File: config.mk
export PLATFORM = sky130hd
export DESIGN_NAME = clk_div_bank
export DESIGN_NICKNAME = d
export VERILOG_FILES = /design/src/rtl/clk_div_bank.sv
export SDC_FILE = /design/constraint.sdc
export NUM_CORES = 1
export LEC_CHECK = 0
export BUFFER_PORTS_ARGS = -buffer_cell sky130_fd_sc_hd__buf_2
export CORE_ASPECT_RATIO = 0.6
export CORE_MARGIN = 2
export CORE_UTILIZATION = 40
export DETAILED_ROUTE_END_ITERATION = 8
export GPL_TIMING_DRIVEN = 0
export PLACE_DENSITY = 0.58
export SETUP_SLACK_MARGIN = 0.3
export SYNTH_ARGS = -nofsm -noshare
export SYNTH_HDL_FRONTEND = slang
export SYNTH_SLANG_ARGS = --single-unit
export TNS_END_PERCENT = 1
File: constraint.sdc
create_clock -name clk -period 3.6 [get_ports clk]
set_input_delay 0.72 -clock clk [delete_from_list [all_inputs] [get_ports clk]]
set_output_delay 0.72 -clock clk [all_outputs]
set_load 0.02 [all_outputs]
File: src/rtl/clk_div_bank.sv
// clk_div_bank: bank of CHANNELS programmable clock-enable dividers.
// Each channel produces a square wave (div_out) and a once-per-period pulse
// (tick) at an integer ratio of clk. Divisors can be rewritten at runtime.
// A write to a running channel is held as pending and applied only at the
// end of the current period, so the outputs never produce a runt pulse.
//
// Optional feature, macro CLKDIV_PHASE_SYNC_EN:
//   defined   - a sync strobe restarts every running channel at cnt=0 and
//               applies any pending divisor, so all ticks line up.
//   undefined - the sync port is present but ignored.
module clk_div_bank #(
  parameter int CHANNELS   = 4,
  parameter int DIV_W      = 8,
  parameter int RESET_POW2 = 1
) (
  input  logic                clk,
  input  logic                rst,
  input  logic                cfg_valid,
  output logic                cfg_ready,
  input  logic [3:0]          cfg_ch,
  input  logic [DIV_W-1:0]    cfg_div,
  input  logic                sync,
  output logic [CHANNELS-1:0] div_out,
  output logic [CHANNELS-1:0] tick
);

  // Per-channel pending flags, gathered so the ready mux can index them.
  logic [CHANNELS-1:0] pend_v;
  logic                cfg_fire;

  // Ready follows the addressed channel's pending flag; out-of-range
  // channel numbers are always ready so their writes are simply dropped.
  always_comb begin
    cfg_ready = 1'b1;
    for (int i = 0; i < CHANNELS; i++) begin
      if (cfg_ch == 4'(i)) begin
        cfg_ready = !pend_v[i];
      end
    end
  end

  assign cfg_fire = cfg_valid && cfg_ready;

`ifndef CLKDIV_PHASE_SYNC_EN
  logic unused_sync;
  assign unused_sync = sync;
`endif

  for (genvar g = 0; g < CHANNELS; g++) begin : g_ch
    localparam logic [DIV_W-1:0] RST_DIV =
      (RESET_POW2 != 0) ? (DIV_W'(2) << g) : '0;

    logic [DIV_W-1:0] div_q;
    logic [DIV_W-1:0] cnt_q;
    logic [DIV_W-1:0] pend_div_q;
    logic             pend_v_q;
    logic             running;
    logic             at_wrap;
    logic             wr_hit;
    logic             sync_hit;
    logic [DIV_W:0]   high_len;

    assign running  = (div_q != '0);
    assign at_wrap  = running && (cnt_q == (div_q - DIV_W'(1)));
    assign wr_hit   = cfg_fire && (cfg_ch == 4'(g));
    assign pend_v[g] = pend_v_q;

`ifdef CLKDIV_PHASE_SYNC_EN
    // A stopped channel with nothing pending is left alone by sync.
    assign sync_hit = sync && (running || pend_v_q);
`else
    assign sync_hit = 1'b0;
`endif

    // Counter, divisor and pending-write register for one channel.
    // A write can only land while pend_v_q is clear, so the write branch
    // never collides with a pending apply in the same cycle.
    always_ff @(posedge clk) begin
      if (rst) begin
        div_q      <= RST_DIV;
        cnt_q      <= '0;
        pend_div_q <= '0;
        pend_v_q   <= 1'b0;
      end else begin
        if (sync_hit) begin
          cnt_q <= '0;
          if (pend_v_q) begin
            div_q    <= pend_div_q;
            pend_v_q <= 1'b0;
          end
        end else if (pend_v_q && at_wrap) begin
          div_q    <= pend_div_q;
          cnt_q    <= '0;
          pend_v_q <= 1'b0;
        end else if (running) begin
          cnt_q <= at_wrap ? '0 : cnt_q + DIV_W'(1);
        end

        if (wr_hit) begin
          if (!running) begin
            // Nothing to finish on a stopped channel: start immediately.
            div_q <= cfg_div;
            cnt_q <= '0;
          end else begin
            pend_div_q <= cfg_div;
            pend_v_q   <= 1'b1;
          end
        end
      end
    end

    // High phase is ceil(div/2); one extra bit keeps div=max from wrapping.
    assign high_len   = ({1'b0, div_q} + (DIV_W + 1)'(1)) >> 1;
    assign div_out[g] = running && ({1'b0, cnt_q} < high_len);
    assign tick[g]    = running && (cnt_q == '0);
  end

endmodule

## Word level (Yosys, flattened, before mapping)

Index checks and enable logic that the tools add are counted.

- Mux-type cells: 48
- Reductions and logical operators: 38
- Magnitude comparators: 4
- Add/subtract/negate cells: 12
- Equal/unequal tests: 7

Operators with widths:

| kind | number |
|---|---|
| 2-to-1 mux 8 bit | 32 |
| adder 8 x 1 -> 9 bit, second input constant | 4 |
| adder 8 x 1 -> 8 bit, second input constant | 4 |
| == test 8 bit | 4 |
| zero test 8 bit | 4 |
| < comparator 8 bit | 4 |
| nonzero test 8 bit | 4 |
| subtractor 8 x 1 -> 8 bit, second input constant | 4 |
| logical AND 1 bit | 21 |
| 2-to-1 mux 1 bit | 16 |
| == test 4 x 2 -> 1 bit, second input constant | 2 |
| AND reduction 2 bit | 4 |
| == test 4 x 1 -> 1 bit, second input constant | 1 |
| zero test 1 bit | 4 |
| zero test 4 bit | 1 |

- Input port bits: 16
- Word-level logic and storage cells: 125
- Output and inout port bits: 9
- Register bits after elaboration: 100

## Depth between registers and ports, before layout

Gate-level depths: netlist of the first run.

- Word-level depth: 8
- Mapped depth: 12
- Mapped depth without buffers: 9

## Worst setup path before layout of the first run

No wires, ideal clock.

- Kind: register to register
- Start: reg g_ch[2].div_q[0]
- End: reg g_ch[2].div_q[0]
- Slack: 0.674 ns
- Clock period less this slack: 2.926 ns
- Path buffers: 3
- Cell stages (with the launch flop): 13
- Library setup time: 0.134 ns
- Required time: 3.466 ns
- Data arrival time: 2.792 ns
- Cells stage by stage: dfxtp_1 > clkbuf_1 > inv_1 > ha_1 > buf_1 > o21ba_2 > a221oi_1 > a41oi_1 > a2111oi_0 > and2_1 > buf_4 > mux2i_1 > a211oi_1

- Longest elaborated chain between the ends: 7
- Elaborated cells between the ends (all ways): 8
- Those cells by class: add/sub: 1; eq/ne: 1; mux: 3; reduce/logical: 3

Ends and longest elaborated chain:

| element | line | source |
|---|---|---|
| from (decl) | 53 | `logic [DIV_W-1:0] div_q;` |
| from (signal assigned) | 88 | `div_q <= pend_div_q;` |
| from (signal assigned) | 92 | `div_q <= pend_div_q;` |
| from (signal assigned) | 102 | `div_q <= cfg_div;` |
| subtractor 8 x 1 -> 8 bit | 64 | `assign at_wrap = running && (cnt_q == (div_q - DIV_W'(1)));` |
| == test 8 bit | 64 |  |
| logical AND 1 bit | 64 |  |
| logical AND 1 bit | 91 | `end else if (pend_v_q && at_wrap) begin` |
| 2-to-1 mux 8 bit | 91 |  |
| 2-to-1 mux 8 bit | 100 | `if (!running) begin` |
| 2-to-1 mux 8 bit (*) | 99 | `if (wr_hit) begin` |

Mark *: on every way between the ends. The rest lies on a longest branch, timed or not.
A chain may end at the register's enable or synchronous reset.

## Final worst setup path of the first run

- Start: reg g_ch[2].div_q[2]
- End: out div_out[2]

- Longest elaborated chain between the ends: 3
- Elaborated cells between the ends (all ways): 4
- Those cells by class: add/sub: 1; order compare: 1; reduce/logical: 2

Ends and longest elaborated chain:

| element | line | source |
|---|---|---|
| adder 8 x 1 -> 9 bit | 113 | `assign high_len = ({1'b0, div_q} + (DIV_W + 1)'(1)) >> 1;` |
| < comparator 8 bit | 114 | `assign div_out[g] = running && ({1'b0, cnt_q} < high_len);` |
| logical AND 1 bit (*) | 114 |  |
| to (decl) | 23 | `output logic [CHANNELS-1:0] div_out,` |

Marked as above.

==> reports/results.tsv, run 1 <==
stage	metric	value	unit
run_status	status	completed	
global_route	grt_usage	0.1948	
route	drt_first_iter_violations	493	
critical_path	worstSetupStartpointType	flip-flop	
floorplanning	start_util	0.4157	
worst_hold_path	hold_class	flip-flop to flip-flop	
route	avgRoutedWirePerCell	15.68	um
logic_synthesis	syn_avg_cell_area	8.204	um^2
finish	drive_above_1_share	0.1096	
clock_tree	root_buffer	clkbuf_16	
finish	diodes	0	
worst_hold_path	whs_path_depth	2	
floorplanning	die_height	102.6	um
route	drtAntennaViolNets	0	
global_route	grt_pass1_vias	5048	
floorplanning	num_rows	35	
route	via_per_inst	5.258	
critical_path	r2r-start	g_ch[1].div_q[0]$_SDFF_PP0_	
timing	rsz0062_at_grt	yes	
critical_path	critPathArrivalTime	2570	ps
route	vias	5384	
logic_synthesis	syn_area	6481	um^2
timing	hold_viol_final	0	
clock_tree	clock_sinks	100	
placement	port_buffers	15	
finish	area_delta_synth_final	12.55	%
route	drc	0	
clock_tree	clk_latency	340	ps
logic_synthesis	synth_seq_cells	100	
clock_tree	cts-hold-fix-buffers	0	
critical_path	r2r_end	g_ch[1].div_q[0]$_SDFF_PP0_	
floorplanning	dieWidth	168.3	um
timing	skew	7.270	ps
logic_synthesis	ys.warnings.count	0	
critical_path	critPathCaptureType	primary output	
pwr	irDropWorstVdd	0.0002213	V
placement	hpwl	11950	um
timing	min_period_over_period	0.9151	
placement	dp_slack	-147.9	ps
critical_path	r2r_slack	500	ps
timing	max_freq	303.5	MHz
timing	hold_slack	458.5	ps
timing	fin_ws	305.5	ps
floorplanning	die_area	17270	um^2
floorplanning	core_region_area	15590	um^2
clock_tree	cts_made_buffers	9	
logic_synthesis	synth_flop_cell	dfxtp_1	
logic_synthesis	synth.net_count	850	
logic_synthesis	synthCells	790	
timing	max_slew_margin	0.3321	
placement	routabilityCongestion	0.7897	
critical_path	rr_worst_depth	9	
logic_synthesis	ys_seq_area_frac	0.3089	
timing	setup_viol	0	
worst_hold_path	holdPathEnd	g_ch[0].pend_div_q[6]$_SDFFE_PP0P_	
logic_synthesis	synth_edf_count	0	
global_route	gr-total-overflow	0	
clock_tree	clockBufferDepth	2	
logic_synthesis	ys_types	63	
pwr	power	2.523	mW
critical_path	crit_fanout	10	
finish	layout_commonest_cell	dfxtp_1	
route	routed_wl	16060	um
finish	fill_cells	1597	
route	first_pass_iters	4	
timing	slew_violations	0	
timing	setup_tns	0	ps
global_route	grt_max_degree	17	
pwr	p_per_area	345.8	nW/um^2
clock_tree	cts_tree	built	
finish	nets	876	
critical_path	crit_type	flip-flop to primary output	
floorplanning	ioPinCount	25	
critical_path	critPathRequiredTime	2880	ps
clock_tree	clk_pin_slew_worst_paths	70	ps
job	cap_violations	0	
global_route	grt_pass1_wl	26770	um
global_route	antenna_found_initial	0	
logic_synthesis	synthArstFlopShare	0	
worst_hold_path	hp-start	g_ch[0].pend_div_q[6]$_SDFFE_PP0P_	
pwr	leakagePower	2.822	nW
clock_tree	postCtsSetupBuffers	0	
timing	worst_pin_slew	998.2	ps
clock_tree	cts_max_level	3	
timing	period_minus_slack	3294	ps
finish	final_cell_mix	dfxtp_1 (93), nor2_1 (92), nand2_1 (60)	
[how the worst max path moves through the flow]
stage / slack [ps] / endpoint / from
after floorplan: 670 / g_ch[2].div_q[0]$_SDFF_PP0_ / g_ch[2].div_q[0]$_SDFF_PP0_
after global placement: -130 / g_ch[2].div_q[0]$_SDFF_PP0_ / g_ch[2].div_q[0]$_SDFF_PP0_
after detailed placement: -150 / g_ch[2].div_q[0]$_SDFF_PP0_ / g_ch[2].div_q[0]$_SDFF_PP0_
after CTS: 190 / div_out[0] / g_ch[0].div_q[2]$_SDFF_PP0_
after global routing: 220 / div_out[2] / g_ch[2].div_q[2]$_SDFF_PP0_
final: 310 / div_out[2] / g_ch[2].div_q[2]$_SDFF_PP0_
[report_power, final]
part / switching, mW / leakage, nW / internal (mW) / total, mW
sequential: 0.0313 / 0.812 / 1.13 / 1.16
clock: 0.442 / 0.162 / 0.629 / 1.07
combinational: 0.175 / 1.85 / 0.118 / 0.293
[critical path: stages, from the launching register on]
cell,delay (ps)
dfxtp_2,350
buf_6,130
nand2_1,90
nor3_4,230
nand4_1,170
xor2_1,190
ha_1,260
or2_2,300
a211oi_2,230
a21o_1,110
buf_2,150
[metal layers]
| metal | up-vias | global-route usage | wire [um] |
|---|---|---|---|
| li1 | 2804 | - | - |
| met1 | 2510 | 0.3150 | 9326 |
| met2 | 61 | 0.2669 | 6074 |
| met3 | 9 | 0.03109 | 552 |
| met4 | 0 | 0.03448 | 106 |
| met5 | - | 0 | 0 |
[final cells by class]
class,count,area [um^2],share of cell area
repair buffers,15,77.57,0.01063
clock inverters,6,87.58,0.01201
plain buffers,60,294.0,0.04031
inverters,21,78.83,0.01081
multi-input cells,609,4253,0.5830
clock buffers,10,239.0,0.03276
well taps,203,254.0,0.03482
flip-flops and latches,100,2011,0.2756
[sequential cells by signal, indices dropped and copies added (netlist names)]
name,flops
g_ch.pend_v_q,4
g_ch.pend_div_q,32
g_ch.div_q,32
g_ch.cnt_q,32
[kinds of logic after synthesis]
logic type	share of synthesized area
compound gates	0.1141
mux	0.08861
flops	0.3089
fa+ha+maj	0.08494
xor+xnor	0.1149
simple gates	0.2378
buf+inv	0.05077
[timing repair]
action / in CTS / in global routing
pin swaps: 0 / 2
gates resized for setup: 11 / 57
endpoints found under the setup margin: 21 / 30
[synth_stat cells, drive strengths merged, types with 4 or more instances]
library cell,number,share of area
dfxtp,100,0.31
nor2,93,0.055
nand2,61,0.035
mux2i,54,0.083
a21oi,49,0.038
xor2,48,0.065
clkbuf,47,0.028
ha,44,0.085
nand3,41,0.032
xnor2,37,0.050
nor3,28,0.022
inv,21,0.012
a211oi,17,0.020
nand4,14,0.014
and3,13,0.013
buf,13,0.011
o21ai,13,0.010
a21o,12,0.014
or2,9,0.0087
nor4,8,0.0077
nor2b,7,0.0068
nand2b,6,0.0058
nor4b,5,0.0068
or3,5,0.0056
a22oi,4,0.0046
and2,4,0.0039
[metrics by stage]
step / std cells / util / area [um^2]
after global placement: 1008 / 0.4368 / 6810
after global routing: 1024 / 0.4679 / 7295
after CTS: 1024 / 0.4599 / 7169
final: 1024 / 0.4679 / 7295
after floorplan: 790 / - / 6481
after detailed placement: 1008 / 0.4368 / 6810
Note: power is estimated with default switching activity, not from simulation.
==> run 2, diff against run 1 <==
CAP_MARGIN = 5   (was default)
CORE_ASPECT_RATIO = 0.8   (was 0.6)
CORE_UTILIZATION = 45   (was 40)
PLACE_DENSITY = 0.63   (was 0.58)
==> reports/results.tsv, run 2 (synthesis gave the netlist of run 1 again) <==
stage	metric	value	unit	change
finish	drive_above_1_share	0.08537		-0.02426
critical_path	critPathCaptureType	primary output		
finish	nets	876		unchanged
route	routed_wl	15800	um	-1.6%
route	avgRoutedWirePerCell	15.74	um	+0.34%
pwr	p_comb_frac	0.116		about the same
route	drt_first_iter_violations	502		+1.8%
floorplanning	die_area	15380	um^2	-11%
clock_tree	cts_tree	built		
pwr	switching_share	0.2512		-0.006026
finish	fill_cells	1322		-17%
timing	rsz0062_at_grt	yes		
critical_path	r2r_end	g_ch[1].div_q[3]$_SDFF_PP0_		
timing	max_freq	296.6	MHz	-2.3%
clock_tree	cts_made_buffers	9		unchanged
finish	top_regs	g_ch.cnt_q x32, g_ch.div_q x32, g_ch.pend_div_q x32		
critical_path	rr_worst_depth	9		unchanged
worst_hold_path	whs_path_depth	2		unchanged
run_status	status	completed		
route	drc	0		unchanged
timing	min_period_over_period	0.9366		+0.02144
finish	diodes	0		unchanged
global_route	grt_usage	0.2080		+0.01330
timing	setup_viol	0		unchanged
route	drtAntennaViolNets	0		unchanged
critical_path	crit_fanout	8		-2
timing	max_slew_margin	0.3524		+0.02031
worst_hold_path	holdPathEnd	g_ch[0].pend_div_q[1]$_SDFFE_PP0P_		
timing	slew_violations	0		unchanged
clock_tree	cts_max_level	3		unchanged
job	cap_violations	0		unchanged
clock_tree	clockBufferDepth	2		unchanged
floorplanning	num_rows	39		+11%
pwr	p_int	1.871	mW	-0.16%
critical_path	crit_type	flip-flop to primary output		
pwr	p_sw	0.6276	mW	-3.3%
critical_path	r2r-start	g_ch[1].div_q[0]$_SDFF_PP0_		
clock_tree	postCtsSetupBuffers	0		unchanged
floorplanning	dieWidth	138.2	um	-18%
global_route	grt_pass1_wl	26450	um	-1.2%
finish	layout_commonest_cell	dfxtp_1		
route	via_per_inst	5.579		+6.1%
global_route	antenna_found_initial	0		unchanged
clock_tree	clk_pin_slew_worst_paths	70	ps	about the same
global_route	gr-total-overflow	0		unchanged
global_route	grt_max_degree	16		-1
placement	port_buffers	15		unchanged
timing	skew	7.411	ps	+0.1402 ps
timing	setup_tns	0	ps	unchanged
timing	hold_viol_final	0		unchanged
pwr	p_clk_frac	0.420		-0.005
critical_path	worstSetupStartpointType	flip-flop		
critical_path	critPathRequiredTime	2880	ps	about the same
floorplanning	die_height	111.3	um	+8.5%
clock_tree	root_buffer	clkbuf_16		
finish	finish.utilization	0.5032		+0.03532
critical_path	slowest_delay	330	ps	-20 ps
route	first_pass_iters	5		+1
route	vias	5601		+4.0%
critical_path	r2r_slack	450	ps	-50 ps
worst_hold_path	hp-start	g_ch[0].pend_div_q[1]$_SDFFE_PP0P_		
pwr	sequentialPowerShare	0.464		+0.005
critical_path	crit_chain	clkbuf_2, inv_1, nor3_2, nand4_1, xor2_1, ha_1, or2_2, a211oi_1, a21o_1, buf_2		
worst_hold_path	hold_class	flip-flop to flip-flop		
placement	routabilityCongestion	0.8945		+13%
finish	area_delta_synth_final	10.25	%	
finish	final_cell_mix	dfxtp_1 (100), nor2_1 (92), nand2_1 (61)		
critical_path	critPathSlowestCell	dfxtp_1		
critical_path	critPathArrivalTime	2650	ps	+80 ps
pwr	irDropWorstVdd	0.0003421	V	+55%
pwr	power	2.498	mW	-0.97%
floorplanning	ioPinCount	25		unchanged
floorplanning	start_util	0.4564		+0.04070
timing	period_minus_slack	3372	ps	+77.18 ps
timing	worst_pin_slew	967.8	ps	-30.35 ps
clock_tree	clk_latency	350	ps	about the same
global_route	grt_pass1_vias	5307		+5.1%
pwr	leakagePower	2.735	nW	-3.1%
pwr	p_per_area	349.6	nW/um^2	+1.1%
clock_tree	cts-hold-fix-buffers	0		unchanged
placement	hpwl	11500	um	-3.8%
floorplanning	core_region_area	14200	um^2	-8.9%
clock_tree	clock_sinks	100		unchanged
==> run 2: worst max path at each step <==
stage | from | slack (ps) | cells after the start | end
6_report | g_ch[3].div_q[0]$_SDFF_PP0_ | 230 | 10 | div_out[3]
4_1_cts | g_ch[3].div_q[0]$_SDFF_PP0_ | 140 | 10 | div_out[3]
2_1_floorplan | g_ch[2].div_q[0]$_SDFF_PP0_ | 670 | 12 | g_ch[2].div_q[0]$_SDFF_PP0_
3_3_place_gp | g_ch[2].div_q[0]$_SDFF_PP0_ | 40 | 12 | g_ch[2].div_q[0]$_SDFF_PP0_
3_5_place_dp | g_ch[2].div_q[0]$_SDFF_PP0_ | -4 | 12 | g_ch[2].div_q[6]$_SDFF_PP0_
5_1_grt | g_ch[1].div_q[0]$_SDFF_PP0_ | 60 | 9 | div_out[1]
==> run 2: per-stage QoR <==
stage / area (um^2) / std cells / worst slack [ps] / hold WS (ps)
after floorplan: 6481 / 790 / 673.8 / 432.6
after global placement: 6787 / 989 / 41.09 / 442.9
after detailed placement: 6787 / 989 / -4.225 / 448.9
after CTS: 7121 / 1004 / 141.9 / 459.5
after global routing: 7146 / 1004 / 57.43 / 477.5
final: 7146 / 1004 / 228.3 / 463.3
==> run 2: routing by layer <==
layer	track usage	share of wire	vias up
met5	0	0	-
met4	0.05238	0.0095	0
met3	0.03140	0.039	14
met2	0.3294	0.46	121
met1	0.2989	0.50	2666
li1	-	-	2800
==> run 2: critical path: cells and delay by family (launching register included) <==
| kind | cells | cell delay, ps |
|---|---|---|
| XOR/XNOR | 1 | 190 |
| flip-flops | 1 | 330 |
| AO/OA/AOI/OAI | 2 | 350 |
| AND/OR/NAND/NOR | 3 | 690 |
| buffers and inverters | 3 | 460 |
| adder cells (fa/ha/maj) | 1 | 270 |
==> run 2: what timing repair did <==
action / CTS / global route
setup endpoints to repair: 21 / 29
pin swaps: 0 / 0
resized for setup: 8 / 10
==> run 2: area by class of cell <==
cell class	count	area, um^2	share of cell area
clock inverters	4	73.82	0.01033
inverters	21	78.83	0.01103
plain buffers	60	260.3	0.03642
flip-flops and latches	100	2002	0.2802
multi-input cells	609	4183	0.5854
well taps	184	230.2	0.03222
clock buffers	11	242.7	0.03397
repair buffers	15	75.07	0.01051
==> run 2: power groups by stage <==
stage                     Clock (mW)  Combinational (mW)  Sequential (mW)
after floorplan                    0               0.211             1.17
after global placement             0               0.283             1.18
after detailed placement           0               0.289             1.18
after CTS                       1.07               0.291             1.16
after global routing            1.11               0.323             1.16
final                           1.05               0.290             1.16
==> run 3, diff against run 2 <==
CELL_PAD_IN_SITES_DETAIL_PLACEMENT = 1   (was default)
CELL_PAD_IN_SITES_GLOBAL_PLACEMENT = 1   (was default)
PLACE_DENSITY = 0.79   (was 0.63)
==> reports/results.tsv, run 3 (synthesis gave the netlist of run 1 again) <==
stage	metric	value	unit	change
placement	dp_slack	-212.8	ps	-208.6 ps
finish	layout_commonest_cell	dfxtp_1		
timing	setup_tns	0	ps	unchanged
clock_tree	postCtsSetupBuffers	0		unchanged
finish	area_delta_synth_final	10.14	%	
route	vias	5801		+3.6%
critical_path	slowest_delay	330	ps	about the same
floorplanning	ioPinCount	25		unchanged
timing	rsz0062_at_grt	yes		
critical_path	worstSetupStartpointType	flip-flop		
timing	fin_ws	141.1	ps	-87.24 ps
clock_tree	cts_made_buffers	9		unchanged
run_status	status	completed		
clock_tree	cts_tree	built		
timing	period_minus_slack	3459	ps	+87.24 ps
timing	hold_viol_final	0		unchanged
finish	nets	876		unchanged
placement	hpwl	13720	um	+19%
global_route	grt_max_degree	17		+1
finish	final_cell_mix	dfxtp_1 (99), nor2_1 (92), nand2_1 (61)		
pwr	leakagePower	2.718	nW	-0.61%
clock_tree	root_buffer	clkbuf_16		
clock_tree	cts_resized	16		+8
finish	finish.utilization	0.5027		-0.0005290
route	drc	0		unchanged
clock_tree	clk_pin_slew_worst_paths	70	ps	about the same
critical_path	critPathArrivalTime	2740	ps	+90 ps
finish	top_regs	g_ch.cnt_q x32, g_ch.div_q x32, g_ch.pend_div_q x32		
timing	skew	8.778	ps	+1.368 ps
route	first_pass_iters	5		unchanged
timing	setup_viol	0		unchanged
worst_hold_path	hp-start	g_ch[0].pend_div_q[0]$_SDFFE_PP0P_		
timing	worst_pin_slew	981.1	ps	+13.30 ps
critical_path	r2r-start	g_ch[2].div_q[0]$_SDFF_PP0_		
global_route	gr-total-overflow	0		unchanged
global_route	antenna_found_initial	0		unchanged
critical_path	startpoint	g_ch[2].div_q[0]$_SDFF_PP0_		
route	drt_first_iter_violations	298		-41%
placement	port_buffers	15		unchanged
critical_path	r2r_slack	370	ps	-80 ps
finish	drive_above_1_share	0.09257		+0.007204
critical_path	crit_type	flip-flop to primary output		
timing	min_period_over_period	0.9608		+0.02423
floorplanning	dieWidth	138.2	um	unchanged
floorplanning	die_area	15380	um^2	unchanged
timing	slew_violations	0		unchanged
placement	routabilityCongestion	0.8573		-4.2%
global_route	grt_pass1_wl	30620	um	+16%
placement	placed_area	6787	um^2	unchanged
timing	max_freq	289.1	MHz	-2.5%
worst_hold_path	hold_class	flip-flop to flip-flop		
critical_path	crit_fanout	8		unchanged
floorplanning	core_region_area	14200	um^2	unchanged
floorplanning	die_height	111.3	um	unchanged
job	cap_violations	0		unchanged
timing	max_slew_margin	0.3435		-0.008902
clock_tree	clk_latency	360	ps	about the same
pwr	power	2.450	mW	-1.9%
floorplanning	num_rows	39		unchanged
critical_path	rr_worst_depth	12		+3
finish	diodes	0		unchanged
route	avgRoutedWirePerCell	18.43	um	+17%
finish	design_area	7138	um^2	-0.10%
clock_tree	clockBufferDepth	2		unchanged
critical_path	r2r_end	g_ch[2].div_q[1]$_SDFF_PP0_		
pwr	p_per_area	343.3	nW/um^2	-1.8%
global_route	grt_pass1_vias	5895		+11%
global_route	grt_usage	0.2439		+0.03583
critical_path	critPathRequiredTime	2880	ps	about the same
clock_tree	cts-hold-fix-buffers	0		unchanged
critical_path	critPathCaptureType	primary output		
critical_path	critPathSlowestCell	dfxtp_1		
critical_path	crit_chain	clkbuf_2, inv_1, nor3_2, nand4_1, xor2_1, ha_1, or2_2, a211oi_1, a21o_1, buf_2		
critical_path	crit_end	div_out[2]		
clock_tree	clock_sinks	100		unchanged
route	via_per_inst	5.772		+3.5%
route	routed_wl	18530	um	+17%
route	drtAntennaViolNets	0		unchanged
clock_tree	cts_max_level	3		unchanged
floorplanning	start_util	0.4564		unchanged
pwr	irDropWorstVdd	0.0003318	V	-3.0%
## run 3: worst min path at each step
stage / endpoint / cells past startpoint / slack, ps
after floorplan: g_ch[3].div_q[4]$_SDFF_PP1_ / 2 / 430
after global placement: g_ch[0].pend_div_q[5]$_SDFFE_PP0P_ / 2 / 450
after detailed placement: g_ch[0].pend_div_q[0]$_SDFFE_PP0P_ / 2 / 450
after CTS: g_ch[0].pend_div_q[0]$_SDFFE_PP0P_ / 2 / 460
after global routing: g_ch[0].pend_div_q[0]$_SDFFE_PP0P_ / 2 / 470
final: g_ch[0].pend_div_q[0]$_SDFFE_PP0P_ / 2 / 460
## run 3: cell type report
type | count | area, um^2
tap | 184 | 230.2
inverter | 21 | 78.83
clock inverter | 6 | 65.06
clock buffer | 10 | 229.0
multi-input combinational | 609 | 4197
timing repair buffer | 15 | 75.07
fill | 1703 | 7062
buffer | 60 | 260.3
sequential | 100 | 2003
## run 3: per-stage QoR
step                cells  hold WS (ps)
floorplan             790         432.6
global placement      989         445.1
detailed placement    989         448.1
CTS                  1005         457.7
global route         1005         470.2
finish               1005         455.7
## run 3: per-layer routing
layer / part of all wire / wire length, um / GRT usage / up-vias
met4: 0.013 / 233 / 0.05782 / 0
met5: 0 / 0 / 0 / -
li1: - / - / - / 2803
met3: 0.032 / 602 / 0.04000 / 25
met2: 0.47 / 8781 / 0.4158 / 94
met1: 0.48 / 8909 / 0.3258 / 2879
## run 3: worst max-delay path, delay by kind of cell (launching register included)
family | cells | cell delay (ps)
compound gates | 2 | 370
xor+xnor | 1 | 180
fa+ha+maj | 1 | 280
buf+inv | 3 | 460
flops | 1 | 330
simple gates | 3 | 770
## run 3: power breakdown
group / leakage (nW) / switching, mW / internal [mW]
registers: 0.809 / 0.0342 / 1.13
clock network: 0.131 / 0.450 / 0.538
logic: 1.78 / 0.181 / 0.120
